### src/rtl/ps2_cmd_ctrlr.sv
// ps2_cmd_ctrlr: PS/2 host-to-device command sequencer.
// Sends a one- or two-byte command over the shared PS2_CLK/PS2_DAT lines.
// Each byte goes out as a host-transmit frame. The keyboard's 0xFA reply,
// seen through the scan-code receiver, completes the byte. 0xFE, any other
// reply, a missing line ack or a timeout causes a retry, up to MAX_RETRY
// attempts per byte.
module ps2_cmd_ctrlr #(
    parameter int INHIBIT_CYC = 5000,
    parameter int RTS_TO_CYC  = 750000,
    parameter int ACK_TO_CYC  = 1000000,
    parameter int MAX_RETRY   = 3,
    parameter int FILT_LEN    = 8
) (
    input  logic       CLOCK_50,
    input  logic       clr_n,
    // Command handshake: one command transfers on a cycle where both
    // cmd_valid and cmd_ready are high. cmd_byte, cmd_has_arg and cmd_arg are
    // sampled only on that cycle. cmd_valid while cmd_ready is low is dropped.
    input  logic       cmd_valid,
    output logic       cmd_ready,
    input  logic [7:0] cmd_byte,
    input  logic       cmd_has_arg,
    input  logic [7:0] cmd_arg,
    output logic       done,
    output logic       err,
    input  logic       PS2_CLK,
    input  logic       PS2_DAT,
    output logic       ps2_clk_oe,
    output logic       ps2_dat_oe,
    output logic       tx_busy,
    input  logic       rx_valid,
    input  logic [7:0] rx_byte,
    output logic [2:0] dbg_state
);

    localparam int CW = $clog2(FILT_LEN + 1);

    typedef enum logic [2:0] {
        S_IDLE     = 3'd0,
        S_INHIBIT  = 3'd1,
        S_RTS      = 3'd2,
        S_SHIFT    = 3'd3,
        S_LINE_ACK = 3'd4,
        S_WAIT_RSP = 3'd5,
        S_FAIL     = 3'd6
    } state_t;

    // Input synchronizers and glitch filters
    logic          clk_m_q, clk_s_q, dat_m_q, dat_s_q;
    logic          clk_f_q, clk_f_d, dat_f_q, dat_f_d;
    logic [CW-1:0] clk_cnt_q, clk_cnt_d, dat_cnt_q, dat_cnt_d;
    logic          clk_fall;

    // Sequencer state
    state_t      state_q;
    logic [31:0] tmr_q;
    logic [3:0]  fall_cnt_q;
    logic [7:0]  retry_q;
    logic [7:0]  cur_q;
    logic [7:0]  arg_q;
    logic        has_arg_q;
    logic        sending_arg_q;
    logic        ack_seen_q;
    logic        cmd_ready_q, done_q, err_q, clk_oe_q, dat_oe_q, busy_q;
    logic        fail_now;
    logic        last_try;

    // Two-flop synchronizers; idle bus level is high.
    always_ff @(posedge CLOCK_50) begin
        if (!clr_n) begin
            clk_m_q <= 1'b1;
            clk_s_q <= 1'b1;
            dat_m_q <= 1'b1;
            dat_s_q <= 1'b1;
        end else begin
            clk_m_q <= PS2_CLK;
            clk_s_q <= clk_m_q;
            dat_m_q <= PS2_DAT;
            dat_s_q <= dat_m_q;
        end
    end

    // Filter: a new level is accepted after FILT_LEN consecutive differing samples.
    always_comb begin
        clk_f_d   = clk_f_q;
        clk_cnt_d = clk_cnt_q;
        dat_f_d   = dat_f_q;
        dat_cnt_d = dat_cnt_q;
        if (clk_s_q == clk_f_q) begin
            clk_cnt_d = '0;
        end else if (clk_cnt_q == CW'(FILT_LEN - 1)) begin
            clk_f_d   = clk_s_q;
            clk_cnt_d = '0;
        end else begin
            clk_cnt_d = clk_cnt_q + 1'b1;
        end
        if (dat_s_q == dat_f_q) begin
            dat_cnt_d = '0;
        end else if (dat_cnt_q == CW'(FILT_LEN - 1)) begin
            dat_f_d   = dat_s_q;
            dat_cnt_d = '0;
        end else begin
            dat_cnt_d = dat_cnt_q + 1'b1;
        end
    end

    // Filter state registers, preset to the idle-high level.
    always_ff @(posedge CLOCK_50) begin
        if (!clr_n) begin
            clk_f_q   <= 1'b1;
            dat_f_q   <= 1'b1;
            clk_cnt_q <= '0;
            dat_cnt_q <= '0;
        end else begin
            clk_f_q   <= clk_f_d;
            dat_f_q   <= dat_f_d;
            clk_cnt_q <= clk_cnt_d;
            dat_cnt_q <= dat_cnt_d;
        end
    end

    // A fall is the cycle in which the filtered clock is about to go 1 -> 0.
    assign clk_fall = clk_f_q & ~clk_f_d;

    // The attempt in progress is the last one allowed for this byte.
    assign last_try = (32'(retry_q) + 32'd1) >= 32'(MAX_RETRY);

    // Conditions that abandon the current attempt.
    always_comb begin
        fail_now = 1'b0;
        case (state_q)
            S_RTS:      fail_now = !clk_fall && (tmr_q == 32'(RTS_TO_CYC - 1));
            S_LINE_ACK: fail_now = !ack_seen_q && clk_fall && dat_f_q;
            S_WAIT_RSP: fail_now = rx_valid ? (rx_byte != 8'hFA)
                                            : (tmr_q == 32'(ACK_TO_CYC - 1));
            default:    fail_now = 1'b0;
        endcase
    end

    // Command sequencer: transmit frames, check line ack and response, retry.
    always_ff @(posedge CLOCK_50) begin
        if (!clr_n) begin
            state_q       <= S_IDLE;
            tmr_q         <= '0;
            fall_cnt_q    <= '0;
            retry_q       <= '0;
            cur_q         <= '0;
            arg_q         <= '0;
            has_arg_q     <= 1'b0;
            sending_arg_q <= 1'b0;
            ack_seen_q    <= 1'b0;
            cmd_ready_q   <= 1'b1;
            done_q        <= 1'b0;
            err_q         <= 1'b0;
            clk_oe_q      <= 1'b0;
            dat_oe_q      <= 1'b0;
            busy_q        <= 1'b0;
        end else begin
            done_q <= 1'b0;
            err_q  <= 1'b0;
            case (state_q)
                S_IDLE: begin
                    cmd_ready_q <= 1'b1;
                    clk_oe_q    <= 1'b0;
                    dat_oe_q    <= 1'b0;
                    busy_q      <= 1'b0;
                    if (cmd_valid && cmd_ready_q) begin
                        cur_q         <= cmd_byte;
                        arg_q         <= cmd_arg;
                        has_arg_q     <= cmd_has_arg;
                        sending_arg_q <= 1'b0;
                        retry_q       <= '0;
                        cmd_ready_q   <= 1'b0;
                        clk_oe_q      <= 1'b1;
                        busy_q        <= 1'b1;
                        tmr_q         <= '0;
                        fall_cnt_q    <= '0;
                        state_q       <= S_INHIBIT;
                    end
                end
                S_INHIBIT: begin
                    if (tmr_q == 32'(INHIBIT_CYC - 1)) begin
                        clk_oe_q <= 1'b0;
                        dat_oe_q <= 1'b1;
                        tmr_q    <= '0;
                        state_q  <= S_RTS;
                    end else begin
                        tmr_q <= tmr_q + 32'd1;
                    end
                end
                S_RTS: begin
                    if (clk_fall) begin
                        fall_cnt_q <= 4'd1;
                        dat_oe_q   <= ~cur_q[0];
                        state_q    <= S_SHIFT;
                    end else begin
                        tmr_q <= tmr_q + 32'd1;
                    end
                end
                S_SHIFT: begin
                    // fall_cnt_q holds the index of the previous fall.
                    if (clk_fall) begin
                        fall_cnt_q <= fall_cnt_q + 4'd1;
                        if (fall_cnt_q == 4'd9) begin
                            dat_oe_q   <= 1'b0;
                            ack_seen_q <= 1'b0;
                            state_q    <= S_LINE_ACK;
                        end else if (fall_cnt_q == 4'd8) begin
                            // Odd parity bit is ~^byte; drive low when it is 0.
                            dat_oe_q <= ^cur_q;
                        end else begin
                            dat_oe_q <= ~cur_q[fall_cnt_q[2:0]];
                        end
                    end
                end
                S_LINE_ACK: begin
                    if (!ack_seen_q) begin
                        if (clk_fall) begin
                            fall_cnt_q <= fall_cnt_q + 4'd1;
                            ack_seen_q <= 1'b1;
                        end
                    end else if (clk_f_q && dat_f_q) begin
                        busy_q  <= 1'b0;
                        tmr_q   <= '0;
                        state_q <= S_WAIT_RSP;
                    end
                end
                S_WAIT_RSP: begin
                    if (rx_valid && rx_byte == 8'hFA) begin
                        if (!sending_arg_q && has_arg_q) begin
                            cur_q         <= arg_q;
                            sending_arg_q <= 1'b1;
                            retry_q       <= '0;
                            clk_oe_q      <= 1'b1;
                            dat_oe_q      <= 1'b0;
                            busy_q        <= 1'b1;
                            tmr_q         <= '0;
                            fall_cnt_q    <= '0;
                            state_q       <= S_INHIBIT;
                        end else begin
                            done_q  <= 1'b1;
                            state_q <= S_IDLE;
                        end
                    end else if (!rx_valid) begin
                        tmr_q <= tmr_q + 32'd1;
                    end
                end
                S_FAIL: begin
                    clk_oe_q   <= 1'b1;
                    dat_oe_q   <= 1'b0;
                    busy_q     <= 1'b1;
                    tmr_q      <= '0;
                    fall_cnt_q <= '0;
                    state_q    <= S_INHIBIT;
                end
                default: state_q <= S_IDLE;
            endcase

            // A failed attempt counts immediately; the final failure reports
            // err in the next cycle rather than passing through S_FAIL.
            if (fail_now) begin
                clk_oe_q <= 1'b0;
                dat_oe_q <= 1'b0;
                busy_q   <= 1'b0;
                tmr_q    <= '0;
                retry_q  <= retry_q + 8'd1;
                if (last_try) begin
                    err_q   <= 1'b1;
                    state_q <= S_IDLE;
                end else begin
                    state_q <= S_FAIL;
                end
            end
        end
    end

    assign cmd_ready  = cmd_ready_q;
    assign done       = done_q;
    assign err        = err_q;
    assign ps2_clk_oe = clk_oe_q;
    assign ps2_dat_oe = dat_oe_q;
    assign tx_busy    = busy_q;
    assign dbg_state  = state_q;

endmodule
### config.mk
export PLATFORM = sky130hd
export DESIGN_NAME = ps2_cmd_ctrlr
export DESIGN_NICKNAME = d
export VERILOG_FILES = /design/src/rtl/ps2_cmd_ctrlr.sv
export SDC_FILE = /design/constraint.sdc
export NUM_CORES = 1
export LEC_CHECK = 0
export BUFFER_PORTS_ARGS = -buffer_cell sky130_fd_sc_hd__buf_2
export CAP_MARGIN = 30
export CORE_ASPECT_RATIO = 1.5
export CORE_MARGIN = 3
export CORE_UTILIZATION = 45
export DETAILED_ROUTE_END_ITERATION = 8
export PLACE_DENSITY_LB_ADDON = 0.1
export RECOVER_POWER = 50
export SETUP_SLACK_MARGIN = 0.4
export SYNTH_ARGS = -nofsm -noshare
export SYNTH_HDL_FRONTEND = slang
export SYNTH_SLANG_ARGS = --single-unit
### constraint.sdc
create_clock -name CLOCK_50 -period 2.4 [get_ports CLOCK_50]
set_input_delay 0 -clock CLOCK_50 [delete_from_list [all_inputs] [get_ports CLOCK_50]]
set_output_delay 0 -clock CLOCK_50 [all_outputs]
set_load 0.02 [all_outputs]
==> results of run 1 <==
==> worst max-delay path, stage by stage, from the launching register on <==
cell	delay, ps
dfxtp_1	310
or4_4	530
or4_4	500
or3_4	360
a211oi_4	240
mux2_4	320
a221oi_2	210
==> cell usage after synthesis, types with 5 or more instances <==
cell | instances | area, um^2
or4_1 | 5 | 37.5
a21o_1 | 5 | 37.5
nand3b_1 | 5 | 37.5
xor2_1 | 8 | 70.1
nand2_1 | 64 | 240
a211o_1 | 5 | 43.8
inv_1 | 11 | 41.3
ha_1 | 8 | 100
nor2_1 | 53 | 199
and3_1 | 9 | 56.3
nor4_1 | 24 | 150
and2_1 | 6 | 37.5
nor3_1 | 18 | 90.1
nand2b_1 | 7 | 43.8
clkbuf_1 | 26 | 97.6
nor3b_1 | 6 | 45.0
xnor2_1 | 23 | 201
a311oi_1 | 9 | 78.8
o21ai_0 | 24 | 120
dfxtp_1 | 86 | 1720
and4_1 | 5 | 43.8
nand3_1 | 41 | 205
a22oi_1 | 5 | 37.5
nand4_1 | 13 | 81.3
a21oi_1 | 31 | 155
nor2b_1 | 5 | 31.3
==> report_power, final <==
| group | leakage, nW | switching (mW) | internal, mW |
|---|---|---|---|
| Combinational | 1.53 | 1.22 | 1.05 |
| Sequential | 0.700 | 0.108 | 1.56 |
| Clock | 0.159 | 0.599 | 0.948 |
==> per-layer routing <==
metal / vias to the layer above / wire, um / GRT usage (%)
met2: 125 / 7830 / 47.5
met4: 0 / 645 / 13.7
met3: 50 / 474 / 3.83
met1: 2298 / 5310 / 26.5
met5: - / 0 / 0
li1: 2363 / - / -
==> cell families (layout without fill, tap and decap cells) <==
| logic type | Yosys count | in the layout | synth area share, % |
|---|---|---|---|
| flops | 86 | 86 | 37.0 |
| simple gates | 282 | 282 | 31.8 |
| mux | 6 | 6 | 1.86 |
| fa+ha+maj | 9 | 9 | 2.58 |
| xor+xnor | 31 | 31 | 5.84 |
| buf+inv | 41 | 172 | 3.44 |
| compound gates | 117 | 118 | 17.5 |
==> path summary, 6_finish.rpt <==
check | cells after the start | end | startpoint
setup reg to reg | 6 | dbg_state[1]$_SDFFE_PN0P_ | tmr_q[16]$_SDFFE_PP0P_
hold / removal | 5 | done$_SDFF_PN0_ | rx_byte[0]
setup / recovery | 6 | dbg_state[1]$_SDFFE_PN0P_ | tmr_q[16]$_SDFFE_PP0P_
hold reg to reg | 1 | clk_s_q$_SDFF_PN1_ | clk_m_q$_SDFF_PN1_
==> metrics by stage <==
stage                     total power [mW]  hold WS [ps]  instance area (um^2)
after floorplan                       2.98          73.0                  4710
after global placement                3.56           186                  5460
after detailed placement              3.58           205                  5460
after CTS                             5.44          84.4                  6190
after global routing                  5.78           130                  6250
final                                 5.49          97.3                  6250
==> placed cells by master (no fill, tap or decap), drive strengths merged, types with 4 or more instances in the layout <==
cell type,count
a211o,5
a211oi,4
a21o,6
a21oi,31
a22oi,5
a311oi,9
a31o,4
a31oi,4
and2,6
and3,9
and4,5
buf,113
clkbuf,21
dfxtp,86
dlygate4sd3,20
ha,8
inv,12
nand2,65
nand2b,7
nand3,41
nand3b,5
nand4,13
nor2,53
nor2b,5
nor3,18
nor3b,6
nor4,24
o21ai,25
or3,5
or4,6
xnor2,23
xor2,8
==> registers in the layout, indices dropped and copies added, names as in the netlist, 3 cells and up <==
name,flops
arg_q,8
clk_cnt_q,4
cur_q,8
dat_cnt_q,4
dbg_state,3
fall_cnt_q,4
retry_q,8
tmr_q,32
==> cell type report <==
cell class	instances	area (um^2)	share of cell area [%]
clock inverters	6	93.8	1.50
clock buffers	10	239	3.82
well taps	115	144	2.30
inverters	12	45.0	0.721
multi-input cells	446	2920	46.6
repair buffers	144	1090	17.4
flip-flops and latches	86	1730	27.6
==> what timing repair did <==
action,4_1_cts,5_1_grt
cloned,2,0
pin swaps,16,12
setup endpoints to repair,48,68
hold buffers,20,0
buffers inserted,10,5
resized for setup,26,18
endpoints found under the hold margin,20,0
==> impl_metrics.py, run 1 <==
metrics = {
    "timing": {
        "tns_ps": -3080,
        "min_period_ps": 2560,
        "setup_violations": 35,
        "relSlewSlack_pct": 54.2,
        "rsz0062_at_grt": "yes",
        "fin_crit_sh_pct": 107,
        "clock_skew_ps": 5.23,
        "tightestPinTransition_ps": 685,
        "hold_viol": 0,
        "drv_slew": 0,
        "max_freq_ghz": 0.390,
        "fin_ws_ps": -162,
    },
    "detailed_routing": {
        "drtAntennaViolNets": 0,
        "drcViolationCount": 0,
        "viasPerCell": 5.90,
        "drtIter0Drc": 244,
        "firstDrtPassIters": 5,
        "wire_per_inst_um": 17.4,
        "wirelength_mm": 14.3,
        "vias": 4836,
    },
    "outcome": {
        "failed_checks": "setup timing",
        "status": "finished, violations left",
    },
    "synth": {
        "ys_ff_latch": 86,
        "syn_nets": 612,
        "yosysWarnings": 0,
        "yosysUniqueCellTypes": 67,
        "synthCells": 572,
        "ys_seq_area_share_pct": 37.0,
        "synth_edf_count": 0,
        "avgSynthCellArea_um2": 8.13,
        "ys_async_sr_fraction_pct": 0,
        "synth.cell_area_um2": 4650,
        "synth_ff_type": "dfxtp_1",
    },
    "critical_path": {
        "r2r_slack_ps": -160,
        "worstPathRequired_ps": 2660,
        "crit_path_start_kind": "register",
        "cp-end-kind": "register",
        "path_class": "register to register",
        "crit_fanout": 2,
        "crit_arrival_ps": 2820,
    },
    "cells_and_area": {
        "fill_cells": 890,
        "finalCoreUtilization_pct": 63.4,
        "fin_nets": 739,
        "area_delta_synth_final_pct": 34.4,
        "finalNonFillerCells": 819,
        "n_antenna_cell": 0,
        "drive_gt1_share_pct": 24.6,
    },
    "floorplan": {
        "rows": 44,
        "dieArea_um2": 11600,
        "die_h_um": 131,
        "ioPinCount": 40,
        "die_w_um": 89.0,
        "initial_core_util_pct": 47.2,
        "core_um2": 9850,
    },
    "pwr": {
        "cellPowerDensity_nw_per_um2": 879,
        "max-vdd-ir-drop_mv": 0.478,
        "power.leakage_nw": 2.39,
    },
    "clock_tree": {
        "cts_max_level": 3,
        "cts.path.max_buffers": 2,
        "clkTransAtPathRegs_ps": 70,
        "clock_latency_ps": 340,
        "root_buffer": "clkbuf_16",
        "cts_buffers": 9,
        "tritoncts": "yes",
        "cts_sinks": 86,
    },
    "global_route": {
        "antenna_found_initial": 0,
        "grt_max_degree": 31,
        "grt_pass1_vias": 4838,
        "grt_overflow": 0,
        "track_usage_pct": 25.4,
        "grt_pass1_wl_mm": 23.0,
    },
    "placement": {
        "io_buffers": 39,
        "dp_hpwl_mm": 10.2,
        "dp_slack_ps": -221,
        "gp_congestion": 0.886,
        "dp_cells": 766,
    },
    "worst_hold_path": {
        "hold_class": "primary input to register",
    },
    "run": {
        "cap_violations": 0,
    },
}
No activity file was read; power rests on OpenSTA's default activity.
==> run 2, diff against run 1 <==
- ABC_CLOCK_PERIOD_IN_PS: default -> 2400
- SKIP_LAST_GASP: default -> 1
==> run 2 against run 1 <==
  * The flow still finishes with violations (setup timing)
  * Core utilization increased by 1.1 points
  * Sequential share of layout area down 0.49 points
  * Via count is 0.72% lower
  * Wire length decreased by 0.37%
  * Die area did not move
  * Count of clock-buffer cells in the layout unchanged
  * Critical endpoint unchanged
  * Highest routed layer unchanged
==> impl_metrics.py, run 2 (synthesis results as in run 1) <==
metrics = {
    "clock_tree": {
        "cts.path.max_buffers": 2,
        "clock_latency_ps": 340,
        "cts_sinks": 86,
        "cts_buffers": 9,
        "cts_max_level": 3,
        "clkTransAtPathRegs_ps": 70,
        "root_buffer": "clkbuf_16",
        "tritoncts": "yes",
    },
    "timing": {
        "hold_viol": 0,
        "fin_crit_sh_pct": 107,
        "min_period_ps": 2560,
        "max_freq_ghz": 0.390,
        "relSlewSlack_pct": 54.6,
        "tightestPinTransition_ps": 680,
        "rsz0062_at_grt": "yes",
        "fin_ws_ps": -165,
        "setup_violations": 35,
        "clock_skew_ps": 6.02,
        "drv_slew": 0,
    },
    "critical_path": {
        "crit_slowest_cell": "or4_4",
        "path_cells": "or4_4, or4_4, or3_4, a211oi_4, mux2_4, a221oi_2",
        "crit_fanout": 2,
        "crit_arrival_ps": 2820,
        "crit_path_start_kind": "register",
        "crit_path_frequent_cell": "or4_4",
        "cp-end-kind": "register",
        "worstPathRequired_ps": 2650,
        "path_class": "register to register",
        "cpPeakStageDelay_ps": 520,
    },
    "cells_and_area": {
        "final_cell_mix": "dfxtp_1 (82), buf_4 (71), nand2_1 (64), nand3_1 (40), nor2_1 (38)",
        "largest_reg_flops": 32,
        "multiInputGateArea_um2": 2990,
        "finalNonFillerCells": 823,
        "fill_cells": 884,
        "area_delta_synth_final_pct": 36.8,
        "fin_nets": 743,
        "layout_commonest_cell": "dfxtp_1",
        "drive_gt1_share_pct": 27.7,
        "n_antenna_cell": 0,
        "seq_area_um2": 1730,
        "fin_area_um2": 6360,
        "finalCoreUtilization_pct": 64.6,
        "regMostFlops": "tmr_q",
    },
    "pwr": {
        "cellPowerDensity_nw_per_um2": 888,
        "p_int_mw": 3.66,
        "max-vdd-ir-drop_mv": 0.495,
        "p_sw_mw": 1.99,
        "power.total_mw": 5.65,
        "pwr-share-clk_pct": 27.4,
        "p_seq_share_pct": 29.5,
        "power_frac_comb_pct": 43.1,
        "power.leakage_nw": 2.41,
        "switching_share_pct": 35.2,
    },
    "placement": {
        "dp_cells": 766,
        "dp_slack_ps": -221,
        "gp_congestion": 0.886,
        "place_area_um2": 5460,
        "dp_hpwl_mm": 10.2,
        "io_buffers": 39,
    },
    "global_route": {
        "grt_pass1_vias": 4806,
        "grt_max_degree": 31,
        "track_usage_pct": 25.3,
        "grt_overflow": 0,
        "antenna_found_initial": 0,
        "grt_pass1_wl_mm": 22.9,
    },
    "detailed_routing": {
        "vias": 4801,
        "drcViolationCount": 0,
        "drtIter0Drc": 264,
        "drtAntennaViolNets": 0,
        "wire_per_inst_um": 17.3,
        "viasPerCell": 5.83,
        "firstDrtPassIters": 5,
        "wirelength_mm": 14.2,
    },
    "outcome": {
        "failed_checks": "setup timing",
        "status": "finished, violations left",
    },
    "floorplan": {
        "dieArea_um2": 11600,
        "rows": 44,
        "ioPinCount": 40,
        "die_w_um": 89.0,
        "die_h_um": 131,
        "core_um2": 9850,
        "initial_core_util_pct": 47.2,
    },
    "worst_hold_path": {
        "hold_class": "primary input to register",
    },
    "run": {
        "cap_violations": 0,
    },
}
-- run 2: cell count changes in the layout (fill, tap and decap cells not counted), sizes merged --
cell / previous run / this run
buf: 113 / 116
clkbuf: 21 / 22
-- run 2: cell type report --
type | count | area share (%)
Clock buffer | 10 | 3.76
Clock inverter | 6 | 1.47
Inverter | 12 | 0.708
Multi-Input combinational cell | 446 | 47.0
Sequential cell | 86 | 27.1
Tap cell | 115 | 2.26
Timing Repair Buffer | 148 | 17.7
-- run 2: layer usage --
layer / wire length, um / track usage, %
met4: 529 / 12.9
met5: 0 / 0
met3: 453 / 3.89
met2: 7870 / 47.4
met1: 5360 / 26.5
-- run 2: worst max-delay path: cells and delay by family (launching register included) --
family,cells,cell delay (ps)
simple gates,3,1380
flops,1,320
compound gates,2,450
mux,1,320
-- run 2: path summary, 6_finish.rpt --
check / slack [ps] / to / start / depth (start not counted)
max: -160 / dbg_state[1]$_SDFFE_PN0P_ / tmr_q[16]$_SDFFE_PP0P_ / 6
min: 100 / done$_SDFF_PN0_ / rx_byte[0] / 5
max reg2reg: -160 / dbg_state[1]$_SDFFE_PN0P_ / tmr_q[16]$_SDFFE_PP0P_ / 6
min reg2reg: 410 / clk_s_q$_SDFF_PN1_ / clk_m_q$_SDFF_PN1_ / 1
-- run 2: through the flow --
stage	hold slack, ps	TNS [ps]
6_report	99.0	-3550
5_1_grt	130	-6190
4_1_cts	84.4	-2560
3_5_place_dp	205	-3200
3_3_place_gp	186	-2380
2_1_floorplan	73.0	-259
-- run 2: power by group through the flow --
stage                     Combinational [mW]  Clock (mW)  Sequential (mW)
after floorplan                         1.26           0             1.72
after global placement                  1.86           0             1.69
after detailed placement                1.88           0             1.70
after CTS                               2.19        1.58             1.67
after global routing                    2.63        1.62             1.69
final                                   2.43        1.54             1.67
-- run 2: timing repair --
item,CTS,global route
gates resized for setup,25,48
hold endpoints to repair,20,0
pin swaps,16,26
cloned,2,0
setup buffers,10,9
setup endpoints to repair,48,68
hold buffers,20,0
